==> config.mk <==
export PLATFORM = sky130hd
export DESIGN_NAME = uart_tx_arbiter
export DESIGN_NICKNAME = d
export VERILOG_FILES = /design/src/rtl/uart_tx_arbiter.sv
export SDC_FILE = /design/constraint.sdc
export NUM_CORES = 1
export LEC_CHECK = 0
export ABC_AREA = 1
export CORE_ASPECT_RATIO = 0.5
export CORE_UTILIZATION = 37
export CTS_BUF_LIST = sky130_fd_sc_hd__clkbuf_16
export CTS_CLUSTER_SIZE = 14
export DETAILED_ROUTE_END_ITERATION = 16
export PLACE_DENSITY = 0.82
export SYNTH_ARGS = -nofsm -noshare
export SYNTH_HDL_FRONTEND = slang
export SYNTH_SLANG_ARGS = --single-unit
==> constraint.sdc <==
create_clock -name clk_i -period 1.9 [get_ports clk_i]
set_input_delay 0.19 -clock clk_i [delete_from_list [all_inputs] [get_ports clk_i]]
set_output_delay 0.19 -clock clk_i [all_outputs]
set_load 0.02 [all_outputs]
==> src/rtl/uart_tx_arbiter.sv <==
// Round-robin arbiter granting one of NREQ byte sources exclusive use of a UART TX buffer
// per message. Optional idle-owner timeout is enabled with `define UART_ARB_TIMEOUT_EN.
module uart_tx_arbiter #(
    parameter int unsigned NREQ    = 4,
    parameter int unsigned GAP     = 2,
    parameter int unsigned TIMEOUT = 255
) (
    input  logic                clk_i,
    input  logic                rst_ni,
    input  logic [NREQ-1:0]     req_valid_i,
    input  logic [8*NREQ-1:0]   req_data_i,
    input  logic [NREQ-1:0]     req_last_i,
    output logic [NREQ-1:0]     req_ack_o,
    input  logic                buf_full_i,
    output logic                buf_data_ready_o,
    output logic [7:0]          buf_data_o,
    output logic [1:0]          grant_o,
    output logic                busy_o
);

    localparam int unsigned GapW = (GAP > 1) ? $clog2(GAP + 1) : 1;

    typedef enum logic [1:0] {StIdle, StOwn, StHold} state_e;

    state_e            state_q, state_d;
    logic [1:0]        grant_q, grant_d;
    logic [GapW-1:0]   gap_q, gap_d;
    logic              last_q, last_d;
    logic              strobe_q, strobe_d;
    logic [NREQ-1:0]   ack_q, ack_d;
    logic [7:0]        data_q, data_d;

    logic              pick_valid;
    logic [1:0]        pick_idx;
    logic [1:0]        cand;
    logic              owner_valid;
    logic [7:0]        owner_byte;

`ifdef UART_ARB_TIMEOUT_EN
    localparam logic [7:0] TimeoutCnt = 8'(TIMEOUT);
    logic [7:0] idle_q, idle_d;
`endif

    assign owner_valid = req_valid_i[grant_q];
    assign owner_byte  = req_data_i[{grant_q, 3'b000} +: 8];

    // First requesting index after the current owner; 2-bit add wraps modulo 4.
    always_comb begin
        pick_valid = 1'b0;
        pick_idx   = grant_q;
        cand       = grant_q;
        for (int k = 1; k <= int'(NREQ); k++) begin
            cand = grant_q + 2'(k);
            if (!pick_valid && req_valid_i[cand]) begin
                pick_valid = 1'b1;
                pick_idx   = cand;
            end
        end
    end

    always_comb begin
        state_d  = state_q;
        grant_d  = grant_q;
        gap_d    = gap_q;
        last_d   = last_q;
        strobe_d = 1'b0;
        ack_d    = '0;
        data_d   = data_q;
`ifdef UART_ARB_TIMEOUT_EN
        idle_d   = idle_q;
`endif
        unique case (state_q)
            StIdle: begin
`ifdef UART_ARB_TIMEOUT_EN
                idle_d = '0;
`endif
                if (pick_valid) begin
                    grant_d = pick_idx;
                    state_d = StOwn;
                end
            end
            StOwn: begin
                if (owner_valid) begin
                    if (!buf_full_i && gap_q == '0) begin
                        strobe_d        = 1'b1;
                        data_d          = owner_byte;
                        ack_d[grant_q]  = 1'b1;
                        gap_d           = GapW'(GAP);
                        last_d          = req_last_i[grant_q];
                        state_d         = StHold;
`ifdef UART_ARB_TIMEOUT_EN
                        idle_d          = '0;
`endif
                    end
                end else begin
`ifdef UART_ARB_TIMEOUT_EN
                    // Owner went quiet mid-message: revoke so others are not starved.
                    if (idle_q == TimeoutCnt) begin
                        idle_d  = '0;
                        state_d = StIdle;
                    end else begin
                        idle_d = idle_q + 8'd1;
                    end
`endif
                end
            end
            StHold: begin
                // Leave on the same edge the count hits zero: one byte per GAP+1 cycles.
                if (gap_q > GapW'(1)) begin
                    gap_d = gap_q - GapW'(1);
                end else begin
                    gap_d   = '0;
                    state_d = last_q ? StIdle : StOwn;
                end
            end
            default: state_d = StIdle;
        endcase
    end

    always_ff @(posedge clk_i or negedge rst_ni) begin
        if (!rst_ni) begin
            state_q  <= StIdle;
            grant_q  <= 2'd3;
            gap_q    <= '0;
            last_q   <= 1'b0;
            strobe_q <= 1'b0;
            ack_q    <= '0;
            data_q   <= 8'h00;
`ifdef UART_ARB_TIMEOUT_EN
            idle_q   <= '0;
`endif
        end else begin
            state_q  <= state_d;
            grant_q  <= grant_d;
            gap_q    <= gap_d;
            last_q   <= last_d;
            strobe_q <= strobe_d;
            ack_q    <= ack_d;
            data_q   <= data_d;
`ifdef UART_ARB_TIMEOUT_EN
            idle_q   <= idle_d;
`endif
        end
    end

    assign req_ack_o        = ack_q;
    assign buf_data_ready_o = strobe_q;
    assign buf_data_o       = data_q;
    assign grant_o          = grant_q;
    assign busy_o           = (state_q != StIdle);

endmodule

Yosys cells after proc, flatten, opt, wreduce, memory -nomap -nowiden. Index checks and enable logic that the tools add are counted. W data, S select, Z words.

Bits of input ports: 43. Flip-flop bits (word level): 20.

$add $sub $neg: 4. Bitwise gates (word level): 1. Equal/unequal tests: 6. Reduce and logical (&&, ||, !) cells: 18. Shift operators: 1. Magnitude comparators: 6. Mux-type cells: 33.

Operators by type and width (count): $shiftx A32 B6 Y8 (1); $mux W2 (8); $mux W1 (14); $lt A2 B3 Y1 const B (4); $mux W4 (3); $bmux W1 S2 (5); $ne A2 B2 Y1 const B (4); $reduce_and A4 Y1 (2); $pmux W2 S3 (1); $reduce_and A3 Y1 (2); $logic_and A1 B1 Y1 (5); $add A2 B2 Y2 const B (2); $logic_not A1 Y1 (4); $logic_not A2 Y1 (2); $pmux W2 S2 (1); $reduce_bool A2 Y1 (2); $reduce_bool A3 Y1 (1); $add A2 B1 Y2 const B (1); $demux W1 S2 (1); $eq A2 B1 Y1 const B (1); $eq A2 B2 Y1 const B (1); $ge A2 B1 Y1 const B (1); $gt A2 B1 Y1 const B (1); $sub A2 B1 Y2 const B (1); $not A1 Y1 (1).

Logic depth before layout (Yosys ltp).
Depth after elaboration: 15. Gate-level depth with buffers: 11.

Worst setup path before layout. OpenSTA, ideal clock, no wires.

Kind: reg-to-reg. Start: reg grant_q[0], in the netlist grant_o[0]. End: reg state_q[0]. Slack: -0.018 ns. Required time: 1.783 ns. Setup time: 0.117 ns. Period minus slack after synthesis: 1.918 ns. Cell stages (with the launch flop): 12. Arrival: 1.801 ns. Cell sequence: dfstp_2 inv_2 buf_2 ha_1 inv_1 nand3_1 nand2_2 nand2_1 nor2_1 nand2_1 nand3_1 nand2_1.

Cells in the longest elaborated chain, start to end: 15. Elaborated cells on any way between the ends: 24.

RTL lines: from (decl) (line 26) `logic [1:0] grant_q, grant_d;`; from (signal assigned) (line 134) `grant_q <= grant_d;`; $add A2 B1 Y2 (line 53) `cand = grant_q + 2'(k);`; $bmux W1 S2 (line 54) `if (!pick_valid && req_valid_i[cand]) begin`; $mux W1 (not written as such) (line 54); $mux W1 (line 54); $logic_not A1 Y1 (line 54); $logic_and A1 B1 Y1 (line 54); $mux W1 (line 54); $logic_not A1 Y1 (line 54); $logic_and A1 B1 Y1 (line 54); $mux W1 (line 54); $logic_not A1 Y1 (line 54); $logic_and A1 B1 Y1 (line 54); $mux W1 (line 54); $ne A2 B2 Y1 (no line); $reduce_and A4 Y1 (no line) *; to (signal assigned) (line 122) `state_q <= StIdle;`; to (signal assigned) (line 133) `state_q <= state_d;`; to (decl) (line 25) `state_e state_q, state_d;`.

Every way passes the cells marked *; elsewhere a longest branch is shown, timed or not. The select of a mux whose other input is x is not followed. A chain may end at the register's enable or synchronous reset.

Worst setup path in the final report.
Start: reg grant_q[1], in the netlist grant_o[1]. End: reg grant_q[1], in the netlist grant_o[1].

Cells in the longest elaborated chain, start to end: 14. Elaborated cells on any way between the ends: 27.

RTL lines (line): $add A2 B1 Y2 (53); $bmux W1 S2 (54); $mux W1 (not written as such) (54); $mux W1 (54); $logic_not A1 Y1 (54); $logic_and A1 B1 Y1 (54); $mux W1 (54); $logic_not A1 Y1 (54); $logic_and A1 B1 Y1 (54); $mux W1 (54); $logic_not A1 Y1 (54); $logic_and A1 B1 Y1 (54); $mux W1 / $not A1 Y1 (equally long branches); $reduce_and A4 Y1 (no line).

Several ways; a longest one is shown, not always the timed one. The select of a mux whose other input is x is not followed.

==> results.yml <==
run_status:
  outcome: "finished, final reports clean"
setup_path:
  cp-start-kind: "flip-flop"
  path_class: "flip-flop to flip-flop"
  cp-end-kind: "flip-flop"
  rrSetupSlack_ns: 0.13
  cp_max_fo: 6
  critPathRequiredTime_ns: 2.09
  critPathArrivalTime_ns: 1.96
timing:
  tns_ns: 0
  fin_skew_ns: 0.00230
  setup_viol_count_final: 0
  slew_violations: 0
  relSlewSlack_pct: 78.9
  rsz0062_at_grt: "no"
  hold_viol_final: 0
  fmax_ghz: 0.565
  final.min_clock_period_ns: 1.77
  fin_crit_sh_pct: 93.1
  worst_slew_pin_slew_ns: 0.315
  whs_ns: 0.275
place:
  dp_hpwl_um: 2800
  port_buffers: 58
  globalplace.congestion: 0.924
  post-place-cells: 281
synth:
  syn_inst: 184
  synthAdderAreaFrac_pct: 3.91
  seq_area_frac_synth_pct: 39.3
  postSynthAreaPerCell_um2: 6.96
  ys_ff_latch: 20
  synth_area_um2: 1280
  ys_warn_count: 0
  synth_compound_area_share_pct: 14.4
  synth.distinct_cells: 22
  syn-num-nets: 231
  synth_top_family_by_area: "simple AND/OR/NAND/NOR gates"
  muxShareOfSynthArea_pct: 0
  synth_simple_gate_area_share_pct: 36.3
  synth-xor-area-share_pct: 0
route:
  via_per_inst: 5.19
  drc: 0
  ant_nets: 0
  wire_per_inst_um: 13.3
  drtPass1Iterations: 4
  wirelength_um: 3830
  drt-initial-drc-count: 71
  num_vias: 1489
clock_tree:
  clk_pin_slew_ns: 0.06
  clkLatencyLatePin_ns: 0.25
  htreeDepth: 1
  cts_buffers: 3
  cts_sinks: 20
  cts_buffer_depth: 2
  ctsHoldBuffers: 0
  clockRootBuffer: "clkbuf_16"
  cts_tree: "built"
power_and_ir_drop:
  p_leak_nw: 0.966
  netSwitchingFraction_pct: 45.4
  ir_drop_mv: 0.529
  p_int_w: 0.00163
  cellPowerDensity_nw_per_um2: 1480
  fin_total_pwr_w: 0.00299
  seqPwrFrac_pct: 23.8
  clkPwrFrac_pct: 14.5
  p_comb_share_pct: 61.7
  p_sw_w: 0.00136
cells_and_area:
  syn_to_final_growth_pct: 58.4
  final_cell_mix: "nand2_1, clkdlybuf4s50_1, nor2_1"
  final_cells: 287
  diodes: 0
  fin_util_pct: 64.3
  nNetsFinal: 295
  fillers: 272
  drive_gt1_share_pct: 8.91
  final_common_cell: "nand2_1"
floorplanning:
  die_h_um: 43.6
  placementRows: 14
  io_pins: 59
  start_util_pct: 40.6
  die_area_um2: 3710
  fp.coreArea_um2: 3150
  die_x_um: 85.2
global_routing:
  antenna_found_initial: 0
  grt_pass1_vias: 1405
  grt_pass1_wl_um: 6260
  overflow: 0
  grt_max_degree: 21
  grt_usage_pct: 21.3
worst_hold_path:
  hold_path_class: "input pin to async pin"
run:
  max_cap_violations: 0
[what timing repair did]
item | 4_1_cts | 5_1_grt
endpoints found under the setup margin | 0 | 2
buffers inserted | 0 | 2
resized for setup | 0 | 1
[worst max-delay path, stage by stage, from the launching register on]
cell	delay, ns
dfstp_2	0.61
inv_1	0.10
ha_4	0.29
inv_1	0.06
nand3_1	0.11
nand2_2	0.10
nand3_1	0.12
nand2_1	0.08
nor2_1	0.11
nand2_1	0.07
nand2_1	0.06
[power groups by stage]
stage	Sequential [W]	Clock (W)	Combinational, W
floorplan	0.000825	0	0.00107
global placement	0.000720	0	0.00172
detailed placement	0.000723	0	0.00177
CTS	0.000728	0.000430	0.00179
global route	0.000726	0.000450	0.00207
finish	0.000712	0.000433	0.00185
[Yosys cell counts]
library cell	n	area, um^2
a21o_1	1	7.51
a21oi_1	3	15.0
buf_1	1	3.75
buf_2	3	15.0
buf_4	2	15.0
clkbuf_1	1	3.75
dfrtp_1	18	450
dfstp_2	2	52.6
ha_1	4	50.1
inv_1	9	33.8
inv_2	2	7.51
nand2_1	60	225
nand2_2	2	12.5
nand3_1	13	65.1
nand3_2	2	20.0
nand4_4	1	21.3
nor2_1	28	105
nor3_1	1	5.00
nor3_2	1	10.0
o21ai_0	20	100
o21ai_1	1	5.00
o22ai_1	9	56.3
[layer usage]
metal / vias up / global-route usage, % / wire (um)
li1: 725 / - / -
met1: 706 / 25.2 / 1640
met2: 48 / 41.0 / 1980
met3: 10 / 3.62 / 129
met4: 0 / 6.10 / 80
met5: - / 0 / 0
[kinds of logic (layout without fill, tap and decap cells)]
group,Yosys count,count (layout)
AND/OR/NAND/NOR,108,108
AO/OA/AOI/OAI,34,34
flip-flops,20,20
buffers and inverters,18,81
adder cells (fa/ha/maj),4,4
[metrics by stage]
stage          instance area (um^2)  setup slack (ns)
2_1_floorplan                  1290            0.0768
3_5_place_dp                   1930             0.182
4_1_cts                        2010            0.0401
5_1_grt                        2030           0.00904
6_report                       2030             0.131
3_3_place_gp                   1930             0.245
[registers in the layout, summed over array words and instances (netlist names)]
signal and count:
state_q 2, grant_o 2, gap_q 2, last_q 1, buf_data_ready_o 1, req_ack_o 4
buf_data_o 8
[worst paths after layout]
kind                                            from  cells after the start                        end
max                           grant_o[1]$_DFFE_PN1P_                     10     grant_o[1]$_DFFE_PN1P_
min                                           rst_ni                      2     state_q[0]$_DFFE_PN0P_
max reg2reg                   grant_o[1]$_DFFE_PN1P_                     10     grant_o[1]$_DFFE_PN1P_
min reg2reg                buf_data_o[1]$_DFFE_PN0P_                      2  buf_data_o[1]$_DFFE_PN0P_
max in group asynchronous                     rst_ni                      2     grant_o[1]$_DFFE_PN1P_
min in group clk_i         buf_data_o[1]$_DFFE_PN0P_                      2  buf_data_o[1]$_DFFE_PN0P_
[area by class of cell]
class	count	area [um^2]	area share, %
clock buffers	3	75.1	3.70
repair buffers	66	643	31.7
inverters	11	41.3	2.04
well taps	40	50.0	2.47
flip-flops and latches	20	503	24.8
clock inverters	1	3.75	0.185
multi-input cells	146	711	35.1
Power figures use the tool's default switching activity.
